--- src/rtl/contador_pkg.sv ---
// contador_pkg: shared FSM states, direction encodings and default sizes for contador_arbitro.
package contador_pkg;
  typedef enum logic [1:0] {IDLE, ISSUE, SETTLE} state_t;
  localparam logic DIR_UP = 1'b1;
  localparam logic DIR_DOWN = 1'b0;
  localparam int DEF_WIDTH = 8;
  localparam int DEF_N_REQ = 4;
endpackage

--- src/rtl/contador_arbitro_rr_arbiter.sv ---
// rr_arbiter: combinational round-robin pick of the first request at or above ptr, wrapping at N.
module rr_arbiter #(
  parameter int N = 4,
  parameter int IW = $clog2(N)
) (
  input  logic [N-1:0]  req,
  input  logic [IW-1:0] ptr,
  output logic [IW-1:0] win,
  output logic          any_valid
);
  always_comb begin
    int k;
    logic found;
    win = '0;
    found = 1'b0;
    for (int i = 0; i < N; i++) begin
      k = int'(ptr) + i;
      k = k >= N ? k - N : k;
      if (!found && req[k[IW-1:0]]) begin
        win = k[IW-1:0];
        found = 1'b1;
      end
    end
    any_valid = |req;
  end
endmodule

--- src/rtl/contador_arbitro.sv ---
// contador_arbitro: round-robin arbiter that turns per-requester up/down requests into
// single-cycle acrescer/decrecer pulses for a shared counter, refusing moves past the limits.
module contador_arbitro
  import contador_pkg::*;
#(
  parameter int N_REQ = DEF_N_REQ,
  parameter int WIDTH = DEF_WIDTH,
  parameter logic [WIDTH-1:0] LIMIT_MAX = '1,
  parameter logic [WIDTH-1:0] LIMIT_MIN = '0
) (
  input  logic                       clk,
  input  logic                       rst_n,
  input  logic [N_REQ-1:0]           req_valid,
  input  logic [N_REQ-1:0]           req_dir,
  output logic [N_REQ-1:0]           req_ack,
  output logic                       req_rej,
  input  logic [WIDTH-1:0]           valor,
  output logic                       acrescer,
  output logic                       decrecer,
  output logic                       busy,
  output logic [$clog2(N_REQ)-1:0]   grant_id
);
  localparam int IW = $clog2(N_REQ);
  state_t state;
  logic [IW-1:0] ptr, win;
  logic dir, any_valid, issue, limit;

  rr_arbiter #(.N(N_REQ)) u_rr (
    .req(req_valid),
    .ptr(ptr),
    .win(win),
    .any_valid(any_valid)
  );

  // limit uses the live valor so a value that settled during SETTLE is honoured
  assign limit = dir ? valor >= LIMIT_MAX : valor <= LIMIT_MIN;
  assign issue = rst_n && state == ISSUE;
  assign req_ack = issue ? N_REQ'(1) << grant_id : '0;
  assign req_rej = issue && limit;
  assign acrescer = issue && dir == DIR_UP && !limit;
  assign decrecer = issue && dir == DIR_DOWN && !limit;
  assign busy = state != IDLE;

  always_ff @(posedge clk)
    if (!rst_n) begin
      state <= IDLE;
      ptr <= '0;
      grant_id <= '0;
      dir <= 1'b0;
    end else if (state == IDLE) begin
      if (any_valid) begin
        state <= ISSUE;
        grant_id <= win;
        dir <= req_dir[win];
      end
    end else if (state == ISSUE) begin
      state <= limit ? IDLE : SETTLE;
      ptr <= grant_id == IW'(N_REQ - 1) ? '0 : grant_id + 1'b1;
    end else
      state <= IDLE;
endmodule

--- config.mk ---
export PLATFORM = sky130hd
export DESIGN_NAME = contador_arbitro
export DESIGN_NICKNAME = d
export VERILOG_FILES = /design/src/rtl/contador_pkg.sv /design/src/rtl/contador_arbitro_rr_arbiter.sv /design/src/rtl/contador_arbitro.sv
export SDC_FILE = /design/constraint.sdc
export NUM_CORES = 1
export LEC_CHECK = 0
export BUFFER_PORTS_ARGS = -buffer_cell sky130_fd_sc_hd__buf_4
export CORE_MARGIN = 8
export CORE_UTILIZATION = 38
export CTS_BUF_LIST = sky130_fd_sc_hd__clkbuf_4
export DETAILED_ROUTE_END_ITERATION = 10
export PLACE_DENSITY_LB_ADDON = 0.25
export RECOVER_POWER = 50
export SLEW_MARGIN = 40
export SYNTH_ARGS = -nofsm -noshare
export SYNTH_HDL_FRONTEND = slang
export SYNTH_SLANG_ARGS = --single-unit
--- constraint.sdc ---
create_clock -name clk -period 4.1 [get_ports clk]
set_input_delay 0.82 -clock clk [delete_from_list [all_inputs] [get_ports clk]]
set_output_delay 0.82 -clock clk [all_outputs]
set_load 0.005 [all_outputs]
Word-level counts from Yosys, hierarchy flattened --
Cells that the tools add are included.
Storage, ports and cells: output and inout port bits 10, flip-flop bits (word level) 7, input port bits 18, logic and storage cells 75
Operators by class: $add $sub $neg 8, multiplexer cells 28, equality and inequality tests 3, reduce and logical (&&, ||, !) cells 18, shifts and indexed selects 1, bitwise logic cells 2, magnitude comparators 11
Operator list (count):
- $mux W2 | 13
- $lt A2 B3 Y1 const B | 5
- $bmux W1 S2 | 5
- $ge A3 B3 Y1 const B | 3
- $logic_and A1 B1 Y1 | 9
- $mux W1 | 9
- $ge A8 B8 Y1 const B | 1
- $le A8 B1 Y1 const B | 1
- $sub A2 B1 Y2 const B | 4
- $add A2 B2 Y3 const B | 2
- $logic_not A1 Y1 | 4
- $mux W4 | 1
- $reduce_and A2 Y1 | 2
- $reduce_or A4 Y1 | 1
- $shl A1 B2 Y4 const A | 1
- $add A2 B1 Y3 const B | 1
- $ge A2 B3 Y1 const B | 1
- $add A2 B1 Y2 const B | 1
- $eq A2 B1 Y1 const B | 1
- $eq A2 B2 Y1 const B | 1
- $logic_not A2 Y1 | 1
- $ne A2 B2 Y1 const B | 1
- $not A1 Y1 | 2
- $reduce_bool A2 Y1 | 1

Logic depth before layout (Yosys ltp) --
word-level depth 16, mapped depth 5

Cells and area by module --
Synthesis repeated with hierarchy kept, for this count alone.
Second synthesis, totals: cell total of the unflattened synthesis 64, area total of the unflattened synthesis 520.5 um^2
Modules (own cells, without submodules):
- contador_arbitro | times used 1, area an instance 442.9 um^2, cells an instance 49
- rr_arbiter | times used 1, area an instance 77.6 um^2, cells an instance 15

Least setup slack after synthesis --
Ideal clock, no wire load.
path type input port to output port, start point input port valor[5], end point output port req_rej, stages on the path 4, required time 3.280 ns, data arrival time 1.691 ns, setup slack 1.589 ns, cell sequence or4_1 nor3_1 a21oi_1 nor2_1
Between the ends: longest elaborated chain between the ends 3, elaborated cells between the ends (all ways) 4, classes of those cells order compare (2); mux (1); reduce/logical (1)
Ends and longest elaborated chain:
- start: declaration | line contador_arbitro.sv:17 | input logic [WIDTH-1:0] valor,
- $le A8 B1 Y1 (implied by the code) or $ge A8 B8 Y1 (tied branches) | line contador_arbitro.sv:36 | assign limit = dir ? valor >= LIMIT_MAX : valor <= LIMIT_MIN;
- $mux W1 * | line contador_arbitro.sv:36
- $logic_and A1 B1 Y1 * | line contador_arbitro.sv:39 | assign req_rej = issue && limit;
- end: declaration | line contador_arbitro.sv:16 | output logic req_rej,
Every way passes the cells marked *; elsewhere a longest branch is shown, timed or not.

Worst setup path after layout --
Ends and elaborated chain as after synthesis.

==> run metrics <==
initial core utilization 40.2%; Sequential Area approximately 140 um^2; Yosys cell types 23; CP Launch Type input pin; Synth area leaders dfxtp_1 27%, mux2i_1 11%, ha_1 9.6%; Yosys top cell by area dfxtp_1; clock slew at reported path FFs around 0.06 ns; crit path DAT 1.97 ns; DRC 0; first-pass GRT wire length ~2500 um; CP delay by family, top simple AND/OR/NAND/NOR gates; WP data required between 3 and 4 ns; Die Y between 50 and 60 um; sequential area share after synthesis between 20% and 30%; nets@finish 116; Worst setup EP type primary output; hold_buf cts 0; Synth top area share 26.8%; Area growth, synth to finish 44.7%; vias in the first global route between 500 and 600; FILL cells 128; static leakage between 0.3 and 0.4 nW; total grt overflow 0; Clk Latency, worst-skew pair between 0.2 and 0.3 ns; dpl cells about 100; DR WL/cell 13.2 um; Post-Synth Adder-Cell Area approximately a tenth; Simple-Gate Fraction of Synth Area between 30% and 40%; largest net degree at the start of global routing 12; vias between 500 and 600; Core Footprint ~0.0013 mm^2; # rows 13; most frequent cells in the layout 23 x buf_4, 7 x nor2_1, 7 x clkbuf_4, 7 x dfxtp_1; Detail Route Antenna Nets 0; clk sink count 7; Buf+Inv Stages, Crit Path 2; Multi-input gate area approximately 350 um^2; routed wire length approximately 1400 um; Crit Path Class in2out; All-Layer GR Usage about 11%; ant diodes 0; Detailed Place HPWL around 1200 um; Layout Cells excl Fill roughly 110; largest family of logic cells by synthesized area simple AND/OR/NAND/NOR gates; Final Hold Viols 0; minimum clock period ~2.8 ns; total power 212 uW; commonest non-fill, non-tap cell in the layout buf_4; Num CTS Buffers 3; Synth Area in XOR/XNOR 0%; Worst-Margin Slew between 0.6 and 0.7 ns; Setup TNS 0 ns; die width 53.1 um; Crit Path Max Fanout 2; Yosys reg bits 7; CTS tree yes; CP Cell Sequence clkbuf_4, or4_1, nor3_1, a21oi_1, nor2_1, buf_4; max-cap violation count 0; cells after synthesis 64; clk_skew between 0.007 and 0.008 ns; port bufs 27; PD cells approximately 280 mW/mm^2; fin. max-slew vios 0; first drt pass iteration count 4; slew margin rel. between 50% and 60%; initial antenna violation count 0; clk root buf clkbuf_4; RSZ-0062 raised after global routing false; vias per inst between 5 and 6; mapped cell area between 500 and 600 um^2; full die area approximately 0.0028 mm^2; Final Setup Violations 0; Compound-Gate Fraction of Synth Area roughly 15%; worst vdd ir 0.136 mV; PostCTS Resize Cnt 0; CTS H-Tree Depth 1; Post-CTS Setup Inserts 0; status finished clean; io pins 28; fin crit share 68.1%; Syn Area/Cell approximately 8 um^2; 1st-iter DRT viols 5; layout cell share with drive strength beyond 1 34.4%; Critical Path Max Stage Delay between 0.5 and 0.6 ns; Highest Clock Rate about 360 MHz; Routability Congestion around 0.79; Max stage delay cell, worst path or4_1; Synth Net Count 86; worst hold path class reg2reg; Ys Warns 0; share of synthesized area spent on multiplexers 11.5%; clock buffer depth 2
-- per-stage QoR --
step           utilization [%]  hold slack, ns  cell area [um^2]  setup WS (ns)
4_1_cts                   58.9           0.603               767           1.31
3_5_place_dp              56.6           0.578               737           1.32
3_3_place_gp              56.6           0.576               737           1.36
2_1_floorplan                -           0.553               523           1.59
6_report                  58.2           0.598               757           1.31
5_1_grt                   58.2           0.635               757           1.17
-- metal layers --
layer  wire (um)  track usage (%)  vias up
met5           0                0        -
met4          19             8.82        0
met3          71             1.96        2
met2         807             20.7       13
met1         525             11.2      262
li1            -                -      286
-- cells in the mapped netlist (all sizes together) --
library cell,n
o21ai,1
and2,1
nor3b,1
inv,4
ha,4
a21oi,5
a311oi,1
nand2,2
clkbuf,2
or4,2
or2,1
dfxtp,7
nor4,1
and3,4
nand2b,2
o221ai,1
o211ai,1
nand4,2
nor3,2
mux2i,6
nor2b,6
o2bb2a,1
nor2,7
-- state kept, by name, indices dropped and copies added, names as in the netlist --
name      cells
grant_id      2
ptr           2
dir           1
state         2
-- cell families after synthesis --
group | count (synthesis)
fa+ha+maj | 4
buf+inv | 6
flops | 7
compound gates | 10
simple gates | 31
mux | 6
-- path summary, 6_finish.rpt --
kind,start,end,slack (ns),cells past startpoint
setup reg to reg,ptr[1],dir,2.31,5
hold reg to reg,ptr[1],ptr[1],0.60,2
setup / recovery,valor[5],req_rej,1.31,6
hold / removal,ptr[1],ptr[1],0.60,2
-- layout make-up --
class / instances / area share, %
clock buffer: 4 / 3.97
inverter: 4 / 1.98
multi-input combinational: 51 / 46.8
sequential: 7 / 18.5
tap: 15 / 2.48
timing repair buffer: 27 / 26.3
-- tightest hold or removal path, cell delays in order (launching register included) --
cell     delay [ns]
dfxtp_1        0.36
mux2i_1        0.14
nor2b_1        0.05
-- report_power, final --
group / switching [mW] / internal (mW) / total [mW]
logic: 0.0272 / 0.0333 / 0.0605
clock network: 0.0264 / 0.0438 / 0.0702
registers: 0.00658 / 0.0747 / 0.0813
total: 0.0602 / 0.152 / 0.212
Note: power is estimated with default switching activity, not from simulation.
